## src/rtl/axis_xbar_rr.sv

```systemverilog
// AXI-Stream crossbar. Packets are routed by tdest, each output has its own round-robin
// arbiter with packet locking and a registered output stage, and bad destinations are dropped and counted.
module axis_xbar_rr #(
  parameter int S_COUNT    = 3,
  parameter int M_COUNT    = 5,
  parameter int DATA_WIDTH = 32,
  parameter int DEST_WIDTH = 3,
  parameter int ID_WIDTH   = 2
) (
  input  logic                            clk,
  input  logic                            rst,
  input  logic [S_COUNT*DATA_WIDTH-1:0]   s_tdata,
  input  logic [S_COUNT-1:0]              s_tvalid,
  output logic [S_COUNT-1:0]              s_tready,
  input  logic [S_COUNT-1:0]              s_tlast,
  input  logic [S_COUNT*DEST_WIDTH-1:0]   s_tdest,
  output logic [M_COUNT*DATA_WIDTH-1:0]   m_tdata,
  output logic [M_COUNT-1:0]              m_tvalid,
  input  logic [M_COUNT-1:0]              m_tready,
  output logic [M_COUNT-1:0]              m_tlast,
  output logic [M_COUNT*ID_WIDTH-1:0]     m_tid,
  output logic [15:0]                     drop_cnt
);

  logic [S_COUNT-1:0]    r_in_busy;
  logic [DEST_WIDTH-1:0] r_in_route [S_COUNT];
  logic [M_COUNT-1:0]    r_owned;
  logic [ID_WIDTH-1:0]   r_owner [M_COUNT];
  logic [ID_WIDTH-1:0]   r_ptr [M_COUNT];
  logic [M_COUNT-1:0]    r_m_tvalid;
  logic [M_COUNT-1:0]    r_m_tlast;
  logic [DATA_WIDTH-1:0] r_m_tdata [M_COUNT];
  logic [ID_WIDTH-1:0]   r_m_tid [M_COUNT];
  logic [15:0]           r_drop_cnt;

  logic [DEST_WIDTH-1:0] w_route [S_COUNT];
  logic [S_COUNT-1:0]    w_drop;
  logic [S_COUNT-1:0]    w_req [M_COUNT];
  logic [M_COUNT-1:0]    w_free;
  logic [M_COUNT-1:0]    w_gnt_vld;
  logic [M_COUNT-1:0]    w_accept;
  logic [ID_WIDTH-1:0]   w_gnt [M_COUNT];
  logic [DATA_WIDTH-1:0] w_mux_data [M_COUNT];
  logic [M_COUNT-1:0]    w_mux_last;
  logic [S_COUNT-1:0]    w_s_tready;
  logic [15:0]           w_drop_next;

  // A port mid-packet follows its latched route; a head beat follows its own tdest.
  always_comb begin
    for (int i = 0; i < S_COUNT; i++) begin
      w_route[i] = r_in_busy[i] ? r_in_route[i] : s_tdest[i*DEST_WIDTH +: DEST_WIDTH];
      w_drop[i]  = (int'(w_route[i]) >= M_COUNT);
    end
  end

  always_comb begin
    // NOTE: every output of this block gets a default before any condition, so no latch can be inferred.
    for (int j = 0; j < M_COUNT; j++) begin
      logic found;
      found         = 1'b0;
      w_req[j]      = '0;
      w_free[j]     = !r_m_tvalid[j] || m_tready[j];
      w_gnt_vld[j]  = 1'b0;
      w_gnt[j]      = '0;
      w_mux_data[j] = '0;
      w_mux_last[j] = 1'b0;
      for (int i = 0; i < S_COUNT; i++)
        w_req[j][i] = s_tvalid[i] && !w_drop[i] && (int'(w_route[i]) == j);
      if (r_owned[j]) begin
        w_gnt[j] = r_owner[j];
        for (int i = 0; i < S_COUNT; i++)
          if (int'(r_owner[j]) == i) w_gnt_vld[j] = w_req[j][i];
      end else begin
        // Two passes emulate a scan starting just above the pointer and wrapping.
        for (int i = 0; i < S_COUNT; i++)
          if (!found && w_req[j][i] && i > int'(r_ptr[j])) begin
            found    = 1'b1;
            w_gnt[j] = ID_WIDTH'(i);
          end
        for (int i = 0; i < S_COUNT; i++)
          if (!found && w_req[j][i] && i <= int'(r_ptr[j])) begin
            found    = 1'b1;
            w_gnt[j] = ID_WIDTH'(i);
          end
        w_gnt_vld[j] = found;
      end
      w_accept[j] = w_gnt_vld[j] && w_free[j];
      for (int i = 0; i < S_COUNT; i++)
        if (int'(w_gnt[j]) == i) begin
          w_mux_data[j] = s_tdata[i*DATA_WIDTH +: DATA_WIDTH];
          w_mux_last[j] = s_tlast[i];
        end
    end
  end

  always_comb begin
    w_drop_next = r_drop_cnt;
    for (int i = 0; i < S_COUNT; i++) begin
      w_s_tready[i] = !rst && w_drop[i];
      for (int j = 0; j < M_COUNT; j++)
        if (!rst && w_accept[j] && int'(w_gnt[j]) == i) w_s_tready[i] = 1'b1;
      if (s_tvalid[i] && w_s_tready[i] && w_drop[i] && s_tlast[i] && w_drop_next != 16'hFFFF)
        w_drop_next = w_drop_next + 16'd1;
    end
  end

  // NOTE: sequential state uses non-blocking assignments so every register samples pre-edge values.
  always_ff @(posedge clk) begin
    if (rst) begin
      r_in_busy  <= '0;
      r_owned    <= '0;
      r_m_tvalid <= '0;
      r_m_tlast  <= '0;
      r_drop_cnt <= '0;
      for (int i = 0; i < S_COUNT; i++) r_in_route[i] <= '0;
      for (int j = 0; j < M_COUNT; j++) begin
        r_owner[j]   <= '0;
        r_ptr[j]     <= ID_WIDTH'(S_COUNT - 1);
        r_m_tdata[j] <= '0;
        r_m_tid[j]   <= '0;
      end
    end else begin
      for (int i = 0; i < S_COUNT; i++)
        if (s_tvalid[i] && w_s_tready[i]) begin
          r_in_busy[i] <= !s_tlast[i];
          if (!r_in_busy[i]) r_in_route[i] <= s_tdest[i*DEST_WIDTH +: DEST_WIDTH];
        end
      for (int j = 0; j < M_COUNT; j++) begin
        if (w_accept[j]) begin
          r_m_tvalid[j] <= 1'b1;
          r_m_tdata[j]  <= w_mux_data[j];
          r_m_tlast[j]  <= w_mux_last[j];
          r_m_tid[j]    <= w_gnt[j];
          r_owned[j]    <= !w_mux_last[j];
          r_owner[j]    <= w_gnt[j];
          if (w_mux_last[j]) r_ptr[j] <= w_gnt[j];
        end else if (m_tready[j]) begin
          r_m_tvalid[j] <= 1'b0;
        end
      end
      r_drop_cnt <= w_drop_next;
    end
  end

  for (genvar j = 0; j < M_COUNT; j++) begin : g_out
    assign m_tdata[j*DATA_WIDTH +: DATA_WIDTH] = r_m_tdata[j];
    assign m_tid[j*ID_WIDTH +: ID_WIDTH]       = r_m_tid[j];
  end

  assign m_tvalid = r_m_tvalid;
  assign m_tlast  = r_m_tlast;
  assign s_tready = w_s_tready;
  assign drop_cnt = r_drop_cnt;

endmodule

```

## config.mk

```make
export PLATFORM = sky130hd
export DESIGN_NAME = axis_xbar_rr
export DESIGN_NICKNAME = d
export VERILOG_FILES = /design/src/rtl/axis_xbar_rr.sv
export SDC_FILE = /design/constraint.sdc
export NUM_CORES = 1
export LEC_CHECK = 0
export BUFFER_PORTS_ARGS = -buffer_cell sky130_fd_sc_hd__buf_2
export CORE_AREA = 2 2 155 157
export DETAILED_ROUTE_END_ITERATION = 7
export DIE_AREA = 0 0 157 159
export PLACE_DENSITY = 0.87
export SLEW_MARGIN = 20
export SYNTH_ARGS = -nofsm -noshare
export SYNTH_HDL_FRONTEND = slang
export SYNTH_SLANG_ARGS = --single-unit
export TNS_END_PERCENT = 1
```

## constraint.sdc

```tcl
create_clock -name clk -period 9.73 [get_ports clk]
set_input_delay 2.4325 -clock clk [delete_from_list [all_inputs] [get_ports clk]]
set_output_delay 2.4325 -clock clk [all_outputs]
set_load 0.01 [all_outputs]
```

==> qor.txt <==
PWR
------------------------------------------------------------------------------------
Peak VDD IR                                                               0.000169 V
Pwr per Cell Area                                                         187 nW/µm²
Static leakage power                                                         6.89 nW
Total Power                                                                0.00309 W

GRT
------------------------------------------------------------------------------------
Gr ovfl total                                                                      0
Vias in the first global route                                                 13498
Wire length of the first global-routing pass                                 74.4 mm
Initial antenna violation count                                                    7
Maximum number of pins on one net before global-route repair                     116
Total routing resource utilization after global routing                        0.379

SYNTH
------------------------------------------------------------------------------------
Number of distinct library cells after synthesis                                  91
Dominant cell type by area after synthesis                                  edfxtp_1
Synth Cell Area                                                            13800 µm²
Post-synthesis instance total                                                   1614
Number of synthesis warnings                                                       0
Mean area per synthesized cell                                              8.57 µm²
Mux share of post-synthesis cell area                                         0.0620
Net count of the mapped netlist                                                 1734
Sequential element share of the synthesized area                               0.460
Most instantiated flip-flop cell in the synthesis netlist                   edfxtp_1
Xor-xnor portion of the synthesized cell area                                 0.0228
Dominant combinational cell family by area after synthesis              simple AND/OR/NAND/NOR gates
Adder-Cell Fraction of Synth Area                                            0.00181
Post-synthesis sequential element count                                          223
Dominant cells by area after synthesis                                  edfxtp_1, a21oi_1, nor2_1
EDFF count, synth                                                                189
Proportion of synthesized flip-flops having asynchronous set or reset              0
Fraction of the mapped netlist area in compound gates                          0.179
Post-Synth Simple-Gate Area                                                    0.237
Top cell type's share of synthesized area                                      0.410

CLOCKING
------------------------------------------------------------------------------------
Setup fix buffers added after clock tree synthesis                                 0
Number of buffers added to fix hold violations after cts                           0
H-tree depth                                                                       1
Clock transition at the registers of the reported paths                      0.07 ns
Number of clock sinks seen by CTS                                                223
TritonCTS buffer count                                                            25
Maximum clock path buffer count                                                    3
Clock root buffer                                                          clkbuf_16
Skew-Pair Late Insertion Delay                                               0.55 ns
Total of cells resized after clock tree synthesis                                  0
TritonCTS clock tree                                                             yes

WORST SETUP PATH
------------------------------------------------------------------------------------
CP endpoint kind                                                         output port
Critical Path AT                                                             5.25 ns
Crit Path Category                                                            in2out
Crit path max fanout                                                               6
Worst Path Required                                                          7.30 ns
Startpoint type of the worst setup path                                 primary input

DETAILED ROUTING
------------------------------------------------------------------------------------
Number of remaining DRC errors                                                     6
Post-DR wirelength/cell                                                      21.9 µm
Overall via count from detail_route                                            14156
Via/cell ratio                                                                  6.39
Count of antenna-violating nets left after detailed routing                        0
Total Wirelength                                                             48.4 mm
Starting DRT DRC Count                                                          1913
Initial DRT Pass Iterations                                                        8

DIE
------------------------------------------------------------------------------------
Core Footprint                                                             23200 µm²
Die Span Y                                                                    159 µm
Width of the die                                                              157 µm
Number of placement rows                                                          56
Effective utilization at floorplan                                             0.596
Die Outline Area                                                           25000 µm²
I/O pin total                                                                    317

TIMING
------------------------------------------------------------------------------------
Max_slew headroom                                                              0.252
Final setup fails                                                                  0
Max Clk Rate                                                                 130 MHz
Worst slew pin tran                                                          1.12 ns
Ratio of final minimum period to clock period                                  0.790
Clock skew                                                                 0.0175 ns
Final Critical Period                                                        7.68 ns
Unrepaired setup endpoints after global routing                                false
Setup Total Neg Slack                                                           0 ns
Hold violation total from the final report                                         0
Min setup slack post-route                                                   2.05 ns
Number of slew-limit violations in the final report                                0

PLACEMENT
------------------------------------------------------------------------------------
Buffers on Ports                                                                 316
Worst slack at placement                                                     2.12 ns
Post-DP HPWL                                                                 31.7 mm
Routability congestion estimate from global placement                           1.00

CELLS AND AREA
------------------------------------------------------------------------------------
Fraction of layout instances using a drive strength above 1                    0.233
Fill cell total of the finished layout                                          1731
Area grow syn2layout                                                           19.2%
Nets@finish                                                                     1992

RUN
------------------------------------------------------------------------------------
Total of max-cap violations                                                        0

RUN STATUS
------------------------------------------------------------------------------------
Status                                                                  finished, violations left
Violated checks                                                         design-rule violations

WORST HOLD PATH
------------------------------------------------------------------------------------
Type of the worst min-delay path                                             reg2reg

[metal layers]
metal | vias up | part of all wire | track usage
met5 | - | 0 | 0
met4 | 0 | 0.057 | 0.218
met3 | 237 | 0.13 | 0.0923
met2 | 1171 | 0.46 | 0.589
met1 | 6485 | 0.36 | 0.482
li1 | 6263 | - | -
[stage by stage]
step / instances / hold slack (ns) / util / instance area [µm²]
CTS: 2209 / 0.540 / 0.709 / 16400
floorplan: 1614 / 0.499 / - / 13800
detailed placement: 2163 / 0.525 / 0.675 / 15700
global route: 2217 / 0.574 / 0.711 / 16500
global placement: 2163 / 0.521 / 0.675 / 15700
finish: 2217 / 0.531 / 0.711 / 16500
[state kept, by name, indices dropped and copies added (netlist names)]
| register | flops |
|---|---|
| r_m_tdata | 160 |
| drop_cnt | 16 |
| r_ptr | 10 |
| r_in_route | 9 |
| r_owner | 8 |
| m_tlast | 5 |
| m_tvalid | 5 |
| r_owned | 5 |
| r_in_busy | 3 |
| r_m_tid | 2 |
[cells by family (layout without fill, tap and decap cells)]
logic type | after synthesis | count (layout)
other | 0 | 7
AO/OA/AOI/OAI | 413 | 413
AND/OR/NAND/NOR | 735 | 735
buffers and inverters | 122 | 399
flip-flops | 223 | 223
XOR/XNOR | 36 | 36
adder cells (fa/ha/maj) | 2 | 2
multiplexers | 83 | 83
[cell usage in the layout (no fill, tap or decap), types with 22 or more instances in the layout]
master       n
buf_2      316
nor2_1     288
a21oi_1    284
nand2_1    272
edfxtp_1   189
mux2i_1     74
dfxtp_1     34
nand3_1     28
nor3_1      25
clkbuf_16   25
xnor2_1     22
[worst max-delay path, stage by stage]
cell and delay, ns:
buf_2 0.12, or3b_4 0.40, a211o_1 0.38, a222oi_1 0.64
nand3_2 0.24, or2_1 0.31, nor2_1 0.10, nor3_1 0.06
a31oi_1 0.36, buf_2 0.21
[synth_stat cells, types with 4 or more instances]
cell type and instances:
inv_1 16, and2_1 19, buf_2 9, o21bai_1 4, o21a_1 5, or3_1 6
a31oi_1 9, mux2i_1 74, o21ai_0 20, nand4_1 6, nor4_1 8, clkbuf_1 84
buf_6 4, nor3_1 25, a211oi_1 8, nand2b_1 14, edfxtp_1 189, o211ai_1 14
nor2_1 290, and3_1 5, nand4b_1 5, buf_1 7, o22ai_1 5, nand4bb_1 6
nor3b_1 8, a21o_1 4, a31o_2 4, dfxtp_1 34, xnor2_1 22, a21oi_1 287
a211o_1 4, nand3_1 28, xor2_1 14, or2_2 5, mux2_2 5, nor2b_1 9
nand2_1 275
[power by group]
group	switching, W	internal, W	leakage (nW)
logic	0.000570	0.000283	4.27
registers	0.0000807	0.00123	2.25
clock network	0.000418	0.000504	0.378
total	0.00107	0.00202	6.89
[cell type report]
cell class / instances / area [µm²] / share of cell area
multi-input combinational: 1269 / 7110 / 0.431
clock inverter: 19 / 151 / 0.00918
antenna: 7 / 17.5 / 0.00106
timing repair buffer: 336 / 1760 / 0.106
clock buffer: 27 / 633 / 0.0384
sequential: 223 / 6360 / 0.386
inverter: 17 / 63.8 / 0.00387
tap: 319 / 399 / 0.0242
[path summary, 6_finish.rpt]
check                                 start                      end  cells after the start  slack [ns]
setup / recovery                 s_tdest[0]              s_tready[2]                     10        2.05
hold / removal      m_tlast[1]$_SDFFE_PP0N_  m_tlast[1]$_SDFFE_PP0N_                      2        0.53
hold reg to reg     m_tlast[1]$_SDFFE_PP0N_  m_tlast[1]$_SDFFE_PP0N_                      2        0.53
setup reg to reg  r_in_busy[1]$_SDFFE_PP0P_   drop_cnt[2]$_SDFF_PP0_                     14        4.11
(Power assumes the default switching activity.)
